===== config.mk =====
export PLATFORM = sky130hd
export DESIGN_NAME = note_sequencer
export DESIGN_NICKNAME = d
export VERILOG_FILES = /design/src/rtl/note_sequencer.sv
export SDC_FILE = /design/constraint.sdc
export NUM_CORES = 1
export LEC_CHECK = 0
export BUFFER_PORTS_ARGS = -buffer_cell sky130_fd_sc_hd__buf_2
export CAP_MARGIN = 40
export CORE_MARGIN = 10
export CORE_UTILIZATION = 45
export DETAILED_ROUTE_END_ITERATION = 10
export PLACE_DENSITY = 0.67
export SETUP_SLACK_MARGIN = 0.5
export SYNTH_ARGS = -nofsm -noshare
export SYNTH_HDL_FRONTEND = slang
export SYNTH_SLANG_ARGS = --single-unit

===== constraint.sdc =====
create_clock -name clk -period 3.65 [get_ports clk]
set_input_delay 0.9125 -clock clk [delete_from_list [all_inputs] [get_ports clk]]
set_output_delay 0.9125 -clock clk [all_outputs]
set_load 0.03 [all_outputs]

===== src/rtl/note_sequencer.sv =====
// note_sequencer: plays a three-voice song ROM entry by entry, timing each note in
// programmable tempo ticks with an optional silent gap between entries.
module note_sequencer #(
    parameter int ADDR_W    = 8,
    parameter int DUR_W     = 9,
    parameter int TICK_W    = 24,
    parameter int GAP_TICKS = 1
) (
    input  logic                  clk,
    input  logic                  rst_n,
    input  logic                  start,
    input  logic                  stop,
    input  logic                  loop_en,
    input  logic [TICK_W-1:0]     tick_period,
    output logic                  mem_en,
    output logic [ADDR_W-1:0]     mem_addr,
    input  logic [27+DUR_W-1:0]   mem_data,
    output logic [26:0]           notes,
    output logic                  busy,
    output logic                  song_done
);
    typedef enum logic [2:0] {IDLE, FETCH, WAIT, PLAY, GAP} state_t;
    state_t state, state_nx;
    logic [TICK_W-1:0] tick_cnt, period, p_new;
    logic [DUR_W-1:0] dur_cnt, dur;
    logic tick_last, phase_end, load_play, load_gap;

    assign busy = state != IDLE;

    always_comb begin
        dur = mem_data[27 +: DUR_W];
        p_new = (tick_period == '0) ? TICK_W'(1) : tick_period;
        tick_last = tick_cnt == period - TICK_W'(1);
        phase_end = tick_last && dur_cnt == DUR_W'(1);
        state_nx = state;
        case (state)
            IDLE:    state_nx = IDLE;
            FETCH:   state_nx = WAIT;
            WAIT:    state_nx = (dur != '0) ? PLAY : loop_en ? FETCH : IDLE;
            PLAY:    state_nx = phase_end ? ((GAP_TICKS > 0) ? GAP : FETCH) : PLAY;
            GAP:     state_nx = phase_end ? FETCH : GAP;
            default: state_nx = IDLE;
        endcase
        // start restarts from any state; stop overrides everything
        if (start) state_nx = FETCH;
        if (stop) state_nx = IDLE;
        load_play = state == WAIT && state_nx == PLAY;
        load_gap = state == PLAY && state_nx == GAP;
    end

    always_ff @(posedge clk or negedge rst_n) begin
        if (!rst_n) begin
            state     <= IDLE;
            mem_en    <= 1'b0;
            mem_addr  <= '0;
            notes     <= '0;
            song_done <= 1'b0;
            tick_cnt  <= '0;
            period    <= '0;
            dur_cnt   <= '0;
        end else begin
            state     <= state_nx;
            mem_en    <= state_nx == FETCH;
            song_done <= state == WAIT && state_nx == IDLE && !stop;
            notes     <= (state_nx == IDLE || load_gap) ? '0 : load_play ? mem_data[26:0] : notes;
            mem_addr  <= stop ? mem_addr
                       : (start || (state == WAIT && state_nx == FETCH)) ? '0
                       : (state == PLAY && phase_end) ? mem_addr + ADDR_W'(1) : mem_addr;
            if (load_play || load_gap) begin
                tick_cnt <= '0;
                period   <= p_new;
                dur_cnt  <= load_play ? dur : DUR_W'(GAP_TICKS);
            end else if (state == PLAY || state == GAP) begin
                tick_cnt <= tick_last ? '0 : tick_cnt + TICK_W'(1);
                dur_cnt  <= tick_last ? dur_cnt - DUR_W'(1) : dur_cnt;
            end
        end
    end
endmodule


## Word level (Yosys, flattened, before mapping)

Index checks and enable logic that the tools add are counted.

- Bits in registers: 97
- Input bits: 65
- Output and inout port bits: 38
- Logic and storage cells: 63

- Add/sub/neg operators: 4
- Eq/ne operators: 9
- Muxes and demuxes: 19
- Bitwise operators: 1
- Reduce and logical (&&, ||, !) cells: 22

Operator list:

| kind | number |
|---|---|
| $mux 24 | 4 |
| $mux 27 | 2 |
| $mux 9 | 4 |
| $add 24x1->24 const B | 1 |
| $eq 24x24->1 | 1 |
| $logic_not 24->1 | 1 |
| $sub 24x1->24 const B | 1 |
| $mux 8 | 2 |
| $mux 3 | 4 |
| $pmux 3 s4 | 1 |
| $eq 3x2->1 const B | 3 |
| $eq 9x1->1 const B | 1 |
| $reduce_bool 9->1 | 1 |
| $sub 9x1->9 const B | 1 |
| $add 8x1->8 const B | 1 |
| $reduce_bool 2->1 | 4 |
| $logic_and 1x1->1 | 7 |
| $eq 3x1->1 const B | 2 |
| $eq 3x3->1 const B | 2 |
| $logic_or 1x1->1 | 4 |
| $reduce_and 2->1 | 2 |
| $logic_not 3->1 | 1 |
| $reduce_bool 3->1 | 1 |
| $mux 2 | 1 |
| 3 further kinds | 3 |

## Logic depth before layout (Yosys ltp)

- Word-level depth: 12
- Depth in mapped cells: 14
- Depth with buffers taken out: 11

## Worst setup path before layout

OpenSTA, ideal clock, no wires.

- Path kind: register to register
- Start point: register period[9]
- End point: register period[21]
- Library setup time: 0.125 ns
- Arrival time: 3.037 ns
- Required time: 3.525 ns
- Slack: 0.488 ns
- Stages on the path, launching flop included: 12
- Clock period less this slack: 3.162 ns
- Cells stage by stage: dfrtp_1 or4_4 or3_1 or3_1 a21oi_1 nor4b_1 and4_1 buf_2 a21o_1 buf_4 buf_6 mux2_2

- Word-level cells in the longest chain between the ends: 10
- Elaborated cells between the ends (all ways): 13
- Classes of those cells: add/sub: 1; eq/ne: 3; mux: 5; reduce/logical: 4

RTL lines:

| what | line | text |
|---|---|---|
| from (decl) | 24 | `logic [TICK_W-1:0] tick_cnt, period, p_new;` |
| from (signal assigned) | 71 | `period <= p_new;` |
| $sub 24x1->24 * | 33 | `tick_last = tick_cnt == period - TICK_W'(1);` |
| $eq 24x24->1 * | 33 |  |
| $logic_and 1x1->1 * | 34 | `phase_end = tick_last && dur_cnt == DUR_W'(1);` |
| $mux 3, on equally long branches | 41, 40 |  |
| $pmux 3 s4 * | 36 | `case (state)` |
| $mux 3 * | 45 | `if (start) state_nx = FETCH;` |
| $mux 3 * | 46 | `if (stop) state_nx = IDLE;` |
| $eq 3x2->1 / $eq 3x3->1 (equally long branches) | 47, 48 |  |
| $logic_and 1x1->1, on equally long branches | 47, 48 |  |
| $logic_or 1x1->1 * | 69 | `if (load_play \|\| load_gap) begin` |

Mark *: on every way between the ends. The rest lies on a longest branch, timed or not.
A chain may end at the register's enable or synchronous reset.

## Final worst setup path

- Start point: register period[9]
- End point: register mem_addr[1]

- Word-level cells in the longest chain between the ends: 12
- Elaborated cells between the ends (all ways): 15
- Classes of those cells: add/sub: 1; eq/ne: 2; mux: 6; reduce/logical: 6

RTL lines:

| what | line | text |
|---|---|---|
| $sub 24x1->24 * | 33 |  |
| $eq 24x24->1 * | 33 |  |
| $logic_and 1x1->1 * | 34 |  |
| $mux 3, on equally long branches | 41, 40 |  |
| $pmux 3 s4 | 36 |  |
| $mux 3 | 45 |  |
| $mux 3 | 46 |  |
| $eq 3x1->1 | 67 | `: (start \|\| (state == WAIT && state_nx == FETCH)) ? '0` |
| $logic_and 1x1->1 | 67 |  |
| $logic_or 1x1->1 | 67 |  |
| $reduce_bool 2->1 (no source line) | -- |  |
| $reduce_and 2->1 (no source line) | -- |  |
| to (signal assigned) | 66 | `mem_addr <= stop ? mem_addr` |
| to (decl) | 16 | `output logic [ADDR_W-1:0] mem_addr,` |

Marked as above.

==> results.txt <==
----------------------------------------------------
[Yosys]
  Gate count of the mapped netlist ... 641
  Synth warnings ... 0
  Average cell area after synthesis ... 8.96 um2
  Yosys cell types ... between 60 and 70
  Post-Synthesis Cell Area ... roughly 5700 um2
  Synth area leaders ... dfrtp_1 (42%), nand2_1 (6.3%), mux2_2 (4.1%)
  Cell type with the largest total area after synthesis ... dfrtp_1
  Share of synthesized area occupied by flip-flops and latches ... between 40% and 50%
  Share of flip-flops with an asynchronous set or reset ... 100%
  Prevailing post-synth register cell ... dfrtp_1
  Net count after synthesis ... 711
  Number of enable-type register cells in the synthesized netlist ... 0
  List of most frequent post-synthesis cells ... dfrtp_1 (97), nand2_1 (97), nor2_1 (51)
  Fraction of synthesized cell area taken by the top area cell type ... 42.3%
  Post-synthesis register bit count ... 97

[Floorplanning]
  Die outline width ... approximately 130 um
  Core box area ... 12,600 um2
  Height of the die ... 133 um
  Number of ports placed on the die boundary ... 103
  Starting density of the core ... between 40% and 50%
  Std-Cell Rows ... 41
  Total Die Area ... 17,700 um2

[CTS]
  Clock slew seen by the registers of the worst setup and hold paths ... 70 ps
  Worst-case clock buffer depth ... 2
  Skew-Pair Late Insertion Delay ... between 300 and 400 ps
  Deepest level of the CTS H-tree ... 3
  TritonCTS Buffers ... 9
  CTS tree ... built
  TritonCTS Sinks ... 97
  Root Buffer ... clkbuf_16

[Pwr]
  Static leakage ... 0.00318 uW
  Sequential share of power ... 40.3%
  Clock network fraction of total power ... a little under a third
  IR drop worst, VDD ... roughly 280 uV
  Switching portion of total power ... between 30% and 40%
  Combinational share of power ... 29.8%
  PwrDens ... slightly below 500 nW/um2
  Switching component of the power ... approximately 1300 uW
  Internal power ... ~2400 uW

[Setup path]
  Critical path buffers and inverters ... 1
  Sort of element at the end of the critical path ... register
  Critical Path RT ... about 3900 ps
  Worst Path Class, Setup ... register to register
  Family of cells with the greatest summed delay on the critical path ... simple AND/OR/NAND/NOR gates
  Cell with the largest stage delay on the worst path ... or4_4
  Arrival time worst endpoint ... 3490 ps
  Crit path launch type ... register
  Cell seen most often among critical-path stages ... or3_4
  Chain of cells forming the critical path ... or4_4, or3_4, or3_4, a22oi_2, and4bb_2, nand4_1, buf_4, or3_4, mux2i_1, nor2_2
  Top fanout value on the critical path ... 4
  Biggest cell delay along the critical path ... around 560 ps

[Finish]
  Area taken by multi-input logic gates ... about 3300 um2
  Diodes inserted ... 0
  Seq. cell area ... between 2000 and 2500 um2
  Number of nets at the end of the flow ... 840
  Number of standard cells in the final layout excluding fillers ... 947
  P&R area growth vs syn ... 27.9%
  Total of fill cells in the finished design ... between 1,000 and 1,500
  Layout cell share with drive strength beyond 1 ... 33.7%

[STA]
  Final setup violation count ... 0
  Fin Setup TNS ... 0 ps
  Max-Slew Margin vs Limit ... ~43%
  Final critical-path share of the clock period ... roughly 89%
  Setup repair after global routing missed its margin ... yes
  Measured slew at the worst slew-check pin ... 847 ps
  Count of pins over their slew limit ... 0
  Worst clock skew ... 15.7 ps
  Least setup slack across all paths after layout ... 407 ps
  Hold violation count in the final report ... 0
  Final Critical Period ... between 3000 and 4000 ps
  Maximum clock frequency ... 308 MHz

[Status]
  Outcome ... completed

[Job]
  Maximum Capacitance Violations ... 0

[Route]
  Number of optimization iterations in the first detailed-route pass ... 5
  Count of unresolved DRC violations after routing ... 0
  Sum of routed wire length over all layers ... ~17,000 um
  Iteration-0 DRC Markers ... a little under 500
  Mean routed wirelength per cell ... 17.5 um
  Detailed-route vias per instance ... ~5.7
  Count of antenna-violating nets left after detailed routing ... 0
  Total via count in the routed design ... ~5,400

[GRT]
  Initial antenna violation count ... 0
  Number of global-route vias before repair ... 5,375
  Overflow left after global routing ... 0
  Largest net degree at the start of global routing ... 55
  Wire length of the first global-routing pass ... between 20,000 and 30,000 um
  Global-route usage over all layers ... between 15 and 20%

[Placed design]
  Placer congestion estimate ... 0.915
  Cells after DPL ... about 900
  Worst-case setup slack after placement ... between 150 and 200 ps
  Half-perimeter wire length of the detailed placement result ... between 10,000 and 15,000 um
  Port buffer count ... 102

[Min path]
  Min-delay worst type ... register to register

----------------------------------------------------
worst paths after layout:
path | start | endpoint | slack, ps | cells after the start
max in group asynchronous | rst_n | notes[8] | 2430 | 2
max | period[9] | mem_addr[1] | 410 | 10
min | notes[0] | notes[0] | 530 | 2
min reg2reg | notes[0] | notes[0] | 530 | 2
max reg2reg | period[9] | mem_addr[1] | 410 | 10
min in group asynchronous | rst_n | period[7] | 540 | 1
cells in the final DEF (no fill, tap or decap), types with 14 or more instances in the layout:
cell type	count
a21oi_1	23
a21oi_2	29
buf_2	102
buf_4	34
dfrtp_1	95
mux2_2	20
nand2_1	97
nand3_1	26
nand4_1	14
nor2_1	48
nor3_1	14
nor4_1	16
o21ai_0	28
xnor2_1	20
xor2_1	24
registers in the layout, indices dropped and copies added, names as in the netlist:
register   cells
song_done      1
notes         27
period        24
tick_cnt      24
dur_cnt        9
mem_en         1
state          3
mem_addr       8
worst register-to-register path, stage by stage (launching register included):
cell and delay, ps:
dfrtp_1 410, or4_4 560, or3_4 410, or3_4 350, a22oi_2 170, and4bb_2 290, nand4_1 190, buf_4 210
or3_4 340, mux2i_1 180, nor2_2 40
per-stage QoR:
stage	total power (uW)	util (%)	instance area (um2)	hold WS, ps
after global placement	2330	51.6	6480	510
after CTS	3540	56.7	7130	525
final	3610	58.4	7340	525
after floorplan	2050	-	5750	496
after detailed placement	2350	51.6	6480	515
after global routing	3800	58.4	7340	544
metal layers:
metal	routed length, um	track usage (%)
met1	7350	22.9
met2	7810	28.9
met3	1170	5.45
met4	242	4.95
met5	0	0
cells by family after synthesis:
family | after synthesis | synth area share [%]
muxes | 25 | 4.82
AOI/OAI and AO/OA | 127 | 14.6
buffers and inverters | 43 | 3.57
and+or+nand+nor | 300 | 26.9
xor gates and xnor gates | 44 | 6.71
DFF | 97 | 42.3
adders and majority gates | 5 | 1.09
power groups by stage:
stage / logic [uW] / clock network (uW) / registers, uW
detailed placement: 888 / 0 / 1470
CTS: 1010 / 1090 / 1440
finish: 1070 / 1080 / 1450
global route: 1170 / 1150 / 1480
floorplan: 651 / 0 / 1400
global placement: 871 / 0 / 1460
final cells by class:
cell class,count,share of cell area [%]
Sequential cell,97,33.1
Clock inverter,7,1.47
Timing Repair Buffer,150,13.9
Clock buffer,9,3.07
Tap cell,172,2.93
Inverter,11,0.562
Multi-Input combinational cell,501,45.0
what timing repair did:
item | in CTS | in global routing
setup buffers | 18 | 7
cloned | 2 | 3
resized for setup | 29 | 25
hold buffers | 0 | 0
endpoints found under the hold margin | 0 | 0
pin swaps | 12 | 14
endpoints found under the setup margin | 91 | 85
No activity file was read; power rests on OpenSTA's default activity.
